### src/rtl/mem_ctrl_pkg.sv
// Shared types and constants for the byte-serial memory controller.
// Holds the FSM encoding, access size codes and the IO window prefix.
package mem_ctrl_pkg;

  localparam int DATA_W = 32;

  typedef enum logic [1:0] {
    S_IDLE = 2'd0,
    S_RD   = 2'd1,
    S_WR   = 2'd2,
    S_DONE = 2'd3
  } state_t;

  localparam logic [1:0] SZ_BYTE = 2'b00;
  localparam logic [1:0] SZ_HALF = 2'b01;
  localparam logic [1:0] SZ_WORD = 2'b10;

  localparam logic [1:0] IO_PREFIX_DEFAULT = 2'b11;

  // Size code 2'b11 is treated as a word.
  function automatic logic [2:0] byte_count(input logic [1:0] sz);
    case (sz)
      SZ_BYTE: return 3'd1;
      SZ_HALF: return 3'd2;
      default: return 3'd4;
    endcase
  endfunction

endpackage

### src/rtl/mem_ctrl.sv
// Responder for the ROB memory port: serialises one load or store per request
// onto the byte-wide RAM/IO bus and returns a one-cycle completion pulse.
module mem_ctrl
  import mem_ctrl_pkg::*;
#(
  parameter logic [1:0] IO_PREFIX = IO_PREFIX_DEFAULT
) (
  input  logic              clk,
  input  logic              rst,
  input  logic              rdy,
  input  logic              RN,
  input  logic              WN,
  input  logic [DATA_W-1:0] Addr,
  input  logic [DATA_W-1:0] Wvalue,
  input  logic [1:0]        Size,
  input  logic              Sign,
  output logic              Mem_Success,
  output logic [DATA_W-1:0] Read_Value,
  input  logic [7:0]        mem_din,
  output logic [7:0]        mem_dout,
  output logic [DATA_W-1:0] mem_a,
  output logic              mem_wr,
  input  logic              io_buffer_full,
  output logic [1:0]        dbg_state
);

  // Request handshake: RN/WN are level requests held by the ROB until it sees
  // Mem_Success (one cycle, in DONE); WN wins over RN; DONE ignores requests.

  state_t            state_q, state_d;
  logic [2:0]        idx_q, idx_d;
  logic [DATA_W-1:0] addr_q, addr_d;
  logic [DATA_W-1:0] wdata_q, wdata_d;
  logic [1:0]        size_q, size_d;
  logic              sign_q, sign_d;
  logic [DATA_W-1:0] rbuf_q, rbuf_d;
  logic [DATA_W-1:0] rvalue_q, rvalue_d;
  logic              success_q, success_d;
  logic [DATA_W-1:0] mem_a_q, mem_a_d;
  logic [7:0]        mem_dout_q, mem_dout_d;
  logic              wr_q, wr_d;

  logic [2:0]        n_q;
  logic [2:0]        idx_inc;
  logic [1:0]        last_lane;
  logic [1:0]        smp_lane;
  logic [DATA_W-1:0] merged;
  logic              io_req_stall;
  logic              io_cur_stall;

  function automatic logic [DATA_W-1:0] extend(input logic [DATA_W-1:0] v,
                                               input logic [1:0] sz,
                                               input logic sg);
    case (sz)
      SZ_BYTE: return {{24{sg & v[7]}}, v[7:0]};
      SZ_HALF: return {{16{sg & v[15]}}, v[15:0]};
      default: return v;
    endcase
  endfunction

  assign n_q          = byte_count(size_q);
  assign idx_inc      = idx_q + 3'd1;
  assign last_lane    = 2'(n_q - 3'd1);
  assign smp_lane     = 2'(idx_q - 3'd1);
  assign io_req_stall = (Addr[17:16] == IO_PREFIX) && io_buffer_full;
  assign io_cur_stall = (addr_q[17:16] == IO_PREFIX) && io_buffer_full;

  always_comb begin
    state_d    = state_q;
    idx_d      = idx_q;
    addr_d     = addr_q;
    wdata_d    = wdata_q;
    size_d     = size_q;
    sign_d     = sign_q;
    rbuf_d     = rbuf_q;
    rvalue_d   = rvalue_q;
    success_d  = 1'b0;
    mem_a_d    = mem_a_q;
    mem_dout_d = mem_dout_q;
    wr_d       = 1'b0;
    // The final byte bypasses the lane buffer straight from the RAM.
    merged     = rbuf_q;
    merged[{last_lane, 3'b000} +: 8] = mem_din;

    case (state_q)
      S_IDLE: begin
        if (WN) begin
          addr_d     = Addr;
          wdata_d    = Wvalue;
          size_d     = Size;
          mem_a_d    = Addr;
          mem_dout_d = Wvalue[7:0];
          state_d    = S_WR;
          if (io_req_stall) begin
            idx_d = 3'd0;
          end else begin
            wr_d  = 1'b1;
            idx_d = 3'd1;
          end
        end else if (RN) begin
          addr_d  = Addr;
          size_d  = Size;
          sign_d  = Sign;
          mem_a_d = Addr;
          idx_d   = 3'd0;
          state_d = S_RD;
        end
      end
      // idx counts addresses already presented; mem_din lags them by one lane.
      S_RD: begin
        if (idx_q == n_q) begin
          rvalue_d  = extend(merged, size_q, sign_q);
          success_d = 1'b1;
          state_d   = S_DONE;
        end else begin
          if (idx_q != 3'd0) begin
            rbuf_d[{smp_lane, 3'b000} +: 8] = mem_din;
          end
          idx_d = idx_inc;
          if (idx_inc < n_q) begin
            mem_a_d = addr_q + {29'd0, idx_inc};
          end
        end
      end
      // idx counts bytes already strobed; the edge after the last one completes.
      S_WR: begin
        if (idx_q == n_q) begin
          success_d = 1'b1;
          state_d   = S_DONE;
        end else if (!io_cur_stall) begin
          mem_a_d    = addr_q + {29'd0, idx_q};
          mem_dout_d = wdata_q[{idx_q[1:0], 3'b000} +: 8];
          wr_d       = 1'b1;
          idx_d      = idx_inc;
        end
      end
      S_DONE: begin
        idx_d   = 3'd0;
        state_d = S_IDLE;
      end
      default: begin
        state_d = S_IDLE;
      end
    endcase
  end

  always_ff @(posedge clk or negedge rst) begin
    if (!rst) begin
      state_q <= S_IDLE;
    end else if (rdy) begin
      state_q <= state_d;
    end
  end

  always_ff @(posedge clk or negedge rst) begin
    if (!rst) begin
      idx_q      <= 3'd0;
      addr_q     <= '0;
      wdata_q    <= '0;
      size_q     <= SZ_BYTE;
      sign_q     <= 1'b0;
      rbuf_q     <= '0;
      rvalue_q   <= '0;
      success_q  <= 1'b0;
      mem_a_q    <= '0;
      mem_dout_q <= 8'd0;
      wr_q       <= 1'b0;
    end else if (rdy) begin
      idx_q      <= idx_d;
      addr_q     <= addr_d;
      wdata_q    <= wdata_d;
      size_q     <= size_d;
      sign_q     <= sign_d;
      rbuf_q     <= rbuf_d;
      rvalue_q   <= rvalue_d;
      success_q  <= success_d;
      mem_a_q    <= mem_a_d;
      mem_dout_q <= mem_dout_d;
      wr_q       <= wr_d;
    end
  end

  assign Mem_Success = success_q;
  assign Read_Value  = rvalue_q;
  assign mem_a       = mem_a_q;
  assign mem_dout    = mem_dout_q;
  assign mem_wr      = wr_q & rdy;
  assign dbg_state   = state_q;

endmodule

### config.mk
export PLATFORM = sky130hd
export DESIGN_NAME = mem_ctrl
export DESIGN_NICKNAME = d
export VERILOG_FILES = /design/src/rtl/mem_ctrl_pkg.sv /design/src/rtl/mem_ctrl.sv
export SDC_FILE = /design/constraint.sdc
export NUM_CORES = 1
export LEC_CHECK = 0
export ABC_CLOCK_PERIOD_IN_PS = 4200
export BUFFER_PORTS_ARGS = -buffer_cell sky130_fd_sc_hd__buf_2
export CORE_MARGIN = 2
export CORE_UTILIZATION = 50
export DETAILED_ROUTE_END_ITERATION = 6
export GPL_TIMING_DRIVEN = 0
export MAX_ROUTING_LAYER = met4
export PLACE_DENSITY = 0.75
export SETUP_SLACK_MARGIN = 0.5
export SYNTH_ARGS = -nofsm -noshare
export SYNTH_HDL_FRONTEND = slang
export SYNTH_SLANG_ARGS = --single-unit
### constraint.sdc
create_clock -name clk -period 4.2 [get_ports clk]
set_input_delay 0.42 -clock clk [delete_from_list [all_inputs] [get_ports clk]]
set_output_delay 0.42 -clock clk [all_outputs]
set_load 0.03 [all_outputs]
### Word level (Yosys, flattened, before mapping)

Cells that the tools add are included.

* register bits after elaboration: 178
* output and inout port bits: 76
* input port bits: 81

* reductions and logical operators: 18
* $lt $le $gt $ge: 1
* bitwise gates (word level): 5
* eq/ne operators: 14
* multiplexer cells: 35
* add/sub/neg operators: 7
* shift-type cells: 5

Operators by type and width (number)
* 2-to-1 mux 32 bit: 6
* case mux 32 bit (3 select lines): 1
* adder 32 x 3 -> 32 bit: 2
* bitwise mux 32 bit: 2
* case mux 32 bit (2 select lines): 1
* variable shift 8 x 7 -> 32 bit (first input constant): 2
* indexed part select 8 x 7 -> 32 bit: 2
* indexed part select 32 x 6 -> 8 bit: 1
* 2-to-1 mux 8 bit: 3
* case mux 8 bit (2 select lines): 1
* 2-to-1 mux 3 bit: 5
* negator 5 -> 7 bit: 2
* case mux 3 bit (4 select lines): 1
* AND reduction 3 bit: 4
* 2-to-1 mux 2 bit: 5
* inequality test 2 bit (second input constant): 5
* AND reduction 5 bit: 2
* equality test 2 bit (second input constant): 4
* AND reduction 4 bit: 2
* 2-to-1 mux 1 bit: 7
* AND reduction 7 bit: 1
* case mux 2 bit (3 select lines): 1
* case mux 3 bit (2 select lines): 1
* nonzero test 3 bit: 2
* 14 further kinds: 22

### Longest topological paths before layout

* depth after elaboration: 8
* depth in mapped cells: 15
* depth with buffers taken out: 12

### Worst setup path before layout

OpenSTA, ideal clock, no wires.

* path type: reg2reg
* start point: register idx_q[0]
* end point: register mem_a_q[28] (netlist: mem_a[28])
* setup slack: 0.744 ns
* period minus slack after synthesis: 3.456 ns
* setup time: 0.125 ns
* cell stages (with the launch flop): 15
* arrival time: 3.331 ns
* cells stage by stage: dfrtp_1 > clkbuf_1 > buf_1 > inv_1 > ha_1 > mux2_2 > inv_1 > fa_1 > nor2b_1 > or2_2 > clkbuf_1 > nand4_1 > o21a_1 > nor3_1 > o31ai_1

* cells in the longest elaborated chain, start to end: 5

Ends and longest elaborated chain
* start: declaration: line mem_ctrl.sv:31 `logic [2:0] idx_q, idx_d;`
* start signal: assignment: line mem_ctrl.sv:169 `idx_q <= idx_d;`
* adder 3 x 1 -> 3 bit: line mem_ctrl.sv:62 `assign idx_inc = idx_q + 3'd1;`
* adder 32 x 3 -> 32 bit: line mem_ctrl.sv:121 `mem_a_d = addr_q + {29'd0, idx_inc};`
* 2-to-1 mux 32 bit: line mem_ctrl.sv:120 `if (idx_inc < n_q) begin`
* 2-to-1 mux 32 bit: line mem_ctrl.sv:111 `if (idx_q == n_q) begin`
* case mux 32 bit (3 select lines): line mem_ctrl.sv:85 `case (state_q)`
* end signal: assignment: line mem_ctrl.sv:177 `mem_a_q <= mem_a_d;`
* end: declaration: line mem_ctrl.sv:39 `logic [DATA_W-1:0] mem_a_q, mem_a_d;`

Several ways; a longest one is shown, not always the timed one. The select of a mux whose other input is x is not followed.
A chain may end at the register's enable or synchronous reset.

### Final worst setup path

Ends and elaborated chain as after synthesis.

==> flow_summary.yaml <==
sta:
  hold_ws_ns: 0.02252
  hold_viol_final: 0
  fin_crit_ns: 3.491
  layout_setup_ws_ns: 0.7094
  fin_crit_sh_pct: 83.11
  slew_headroom_pct: 36.58
  rsz0062_at_grt: "false"
  fin_tns_setup_ns: 0
  worst_slew_pin_slew_ns: 0.9478
  setup_viol: 0
  fmax_ghz: 0.2865
  skew_ns: 0.008735
  drv_slew: 0
worst_setup_path:
  crit_path_end_kind: "flip-flop"
  critPathSlowestCell: "dfrtp_2"
  critical-path-max-stage-delay_ns: 0.43
  critPathBufInv: 5
  r2r-end: "mem_a[28]$_DFFE_PN0P_"
  reg2regPathDepth: 14
  rr_startpoint: "idx_q[0]$_DFFE_PN0P_"
  cp-startpoint: "idx_q[0]$_DFFE_PN0P_"
  regToRegSetupSlack_ns: 0.71
  crit_top_cell: "inv_1"
  path_cells: "buf_2 -> buf_6 -> inv_1 -> ha_2 -> mux2_2 -> inv_1 -> fa_1 -> nor2b_1 -> or2_2 -> clkbuf_2 -> nand4_1 -> o21a_1 -> nor3_1 -> o31ai_1"
  arrival_ns: 3.80
  worstPathRequired_ns: 4.51
  path_class: "flip-flop to flip-flop"
  worst_setup_path_start_kind: "flip-flop"
  worstPathMaxFanout: 9
  critPathTopFamily: "buffers and inverters"
synthesis:
  syn-cell-area_um2: 8298
  ys.flop_type: "dfrtp_1"
  synthDistinctLibCells: 56
  syn_inst: 778
  ys_seq_elements: 170
  synthArstFlopShare_pct: 100.0
  syn-num-nets: 875
  ys_warn_count: 0
  syn_area_per_cell_um2: 10.67
  ys_seq_area_share_pct: 51.27
  synth_edf_count: 0
final_layout:
  multi_input_area_um2: 3802
  syn_to_final_growth_pct: 20.28
  drive_gt1_share_pct: 30.51
  nNetsFinal: 1051
  layout.area.seq_um2: 4255
  n_fill_cell: 1428
global_route:
  overflow: 0
  grt_usage_pct: 24.43
  antenna_found_initial: 3
  grt_pass1_vias: 6215
  grt_pass1_wl_mm: 32.73
  grt_max_degree: 98
cts:
  cts-buffers-inserted: 17
  cts_max_level: 4
  cts_tree: "done"
  clk_path_buf_depth: 2
  root_buffer: "clkbuf_16"
  postCtsSetupBuffers: 0
  insertion_delay_ns: 0.44
  clkTransAtPathRegs_ns: 0.07
  cts.sinks: 170
detailed_routing:
  met2WireLength_mm: 9.475
  wire_per_inst_um: 16.84
  dr_wl_met3_mm: 1.096
  ant_nets: 0
  drt_first_iter_violations: 392
  routed.top_layer: "met4"
  wirelength_mm: 20.06
  m1WireLength_mm: 9.210
  via_count: 6404
  drt-pass1-iter-count: 5
  vias_per_cell: 5.377
  post-route-drc-count: 0
floorplan:
  die_h_um: 132.8
  std_cell_rows: 47
  start_util_pct: 50.58
  core_um2: 16410
  die_x_um: 132.8
  dieArea_um2: 17640
  ios: 157
power:
  p_int_mw: 4.698
  ir_worst_vdd_uv: 462.2
  switchingPower_mw: 3.548
  p_sw_share_pct: 43.03
  p_seq_share_pct: 34.1
  combPwrFrac_pct: 48.0
  p_leak_nw: 4.660
  clkPwrFrac_pct: 17.9
  pwr_density_cell_nw_per_um2: 826.2
job:
  cap_violations: 0
placement:
  port_buffers: 156
  place_congestion: 0.8671
  post-place-ws_ns: -0.2347
  hpwl_mm: 14.63
run_status:
  status: "complete, no violations"
hold_path:
  min_path_type: "input port to asynchronous set/reset pin"
==> worst register-to-register path, stage by stage, from the launching register on <==
cell      delay (ns)
dfrtp_2         0.43
buf_2           0.24
buf_6           0.19
inv_1           0.12
ha_2            0.40
mux2_2          0.19
inv_1           0.06
fa_1            0.41
nor2b_1         0.21
or2_2           0.14
clkbuf_2        0.21
nand4_1         0.24
o21a_1          0.25
nor3_1          0.19
o31ai_1         0.10
==> flip-flops by register name (all words and copies together) (netlist names) <==
name / count
size_q: 2
Read_Value: 32
mem_a: 32
mem_dout: 8
rbuf_q: 24
wr_q: 1
dbg_state: 2
sign_q: 1
addr_q: 32
wdata_q: 32
Mem_Success: 1
idx_q: 3
==> power groups by stage <==
| stage | clock network [mW] | registers [mW] | logic [mW] |
|---|---|---|---|
| after floorplan | 0 | 3.33 | 2.30 |
| after global placement | 0 | 2.80 | 3.87 |
| after detailed placement | 0 | 2.83 | 3.95 |
| after CTS | 1.50 | 2.80 | 3.97 |
| after global routing | 1.59 | 2.90 | 4.33 |
| final | 1.48 | 2.81 | 3.96 |
==> layer usage <==
layer	track usage [%]	vias up
met5	-	-
met4	6.631	0
met3	5.824	19
met2	37.33	163
met1	32.94	3110
li1	-	3112
==> placed cells by master (no fill, tap or decap), types with 10 or more instances in the layout <==
cell type and instances:
nand2_1 122, buf_2 162, nand3_1 16, mux2_2 68
nand4_1 11, xnor2_1 18, nor2_1 32, ha_1 14
a21oi_1 43, xor2_1 12, clkbuf_1 21, o31ai_1 18
clkbuf_16 17, o21ai_0 79, mux2i_1 32, dfrtp_1 169
inv_1 12, nand2b_1 10
==> cells in the mapped netlist (5+ instances only) <==
master | number | share of area, %
ha_1 | 15 | 2.3
mux4_2 | 8 | 2.2
nand2b_1 | 10 | 0.75
and3_1 | 8 | 0.60
nor2_1 | 32 | 1.4
o21ai_0 | 79 | 4.8
mux2_2 | 68 | 9.2
clkbuf_1 | 23 | 1.0
buf_2 | 5 | 0.30
nand3_1 | 16 | 0.97
o31ai_1 | 18 | 1.6
inv_1 | 12 | 0.54
xor2_1 | 12 | 1.3
a21oi_1 | 43 | 2.6
and4_1 | 5 | 0.53
nand4_1 | 11 | 0.83
nand2_1 | 122 | 5.5
mux2i_1 | 32 | 3.9
dfrtp_1 | 170 | 51
buf_1 | 9 | 0.41
xnor2_1 | 18 | 1.9
==> per-stage QoR <==
stage / cells / area [um2] / util, % / power, mW
floorplan: 778 / 8298 / - / 5.633
global placement: 1154 / 9354 / 57.01 / 6.669
detailed placement: 1155 / 9392 / 57.24 / 6.780
CTS: 1187 / 9957 / 60.69 / 8.278
global route: 1190 / 9978 / 60.82 / 8.822
finish: 1191 / 9981 / 60.83 / 8.246
==> repair_timing <==
action                     CTS  global route
setup endpoints to repair   27            19
gates resized for setup      5            10
hold buffers                 0             0
==> cells by family (layout without fill, tap and decap cells) <==
logic type               Yosys count  after routing  share of synthesized area, %
AND/OR/NAND/NOR                  227            227                         12.67
AO/OA/AOI/OAI                    170            170                         12.14
flip-flops                       170            170                         51.27
multiplexers                     108            108                         15.26
buffers and inverters             57            246                         3.000
XOR/XNOR                          30             30                         3.166
adder cells (fa/ha/maj)           16             16                         2.503
other                              0              4                             0
==> final cells by class <==
type	instances	area share [%]
diodes	4	0.1003
plain buffers	44	2.156
clock buffers	20	4.676
clock inverters	12	0.8901
inverters	13	0.4889
multi-input cells	551	38.10
flip-flops and latches	170	42.64
well taps	220	2.758
repair buffers	157	8.199
==> worst max path at each step <==
stage                     depth (start not counted)                    end  slack, ns
after floorplan                                  14  mem_a[28]$_DFFE_PN0P_       0.74
after CTS                                        14  mem_a[28]$_DFFE_PN0P_       0.42
final                                            14  mem_a[28]$_DFFE_PN0P_       0.71
after global routing                             14  mem_a[28]$_DFFE_PN0P_       0.50
after global placement                           14  mem_a[28]$_DFFE_PN0P_      -0.17
after detailed placement                         14  mem_a[28]$_DFFE_PN0P_      -0.23
Power figures use the tool's default switching activity.
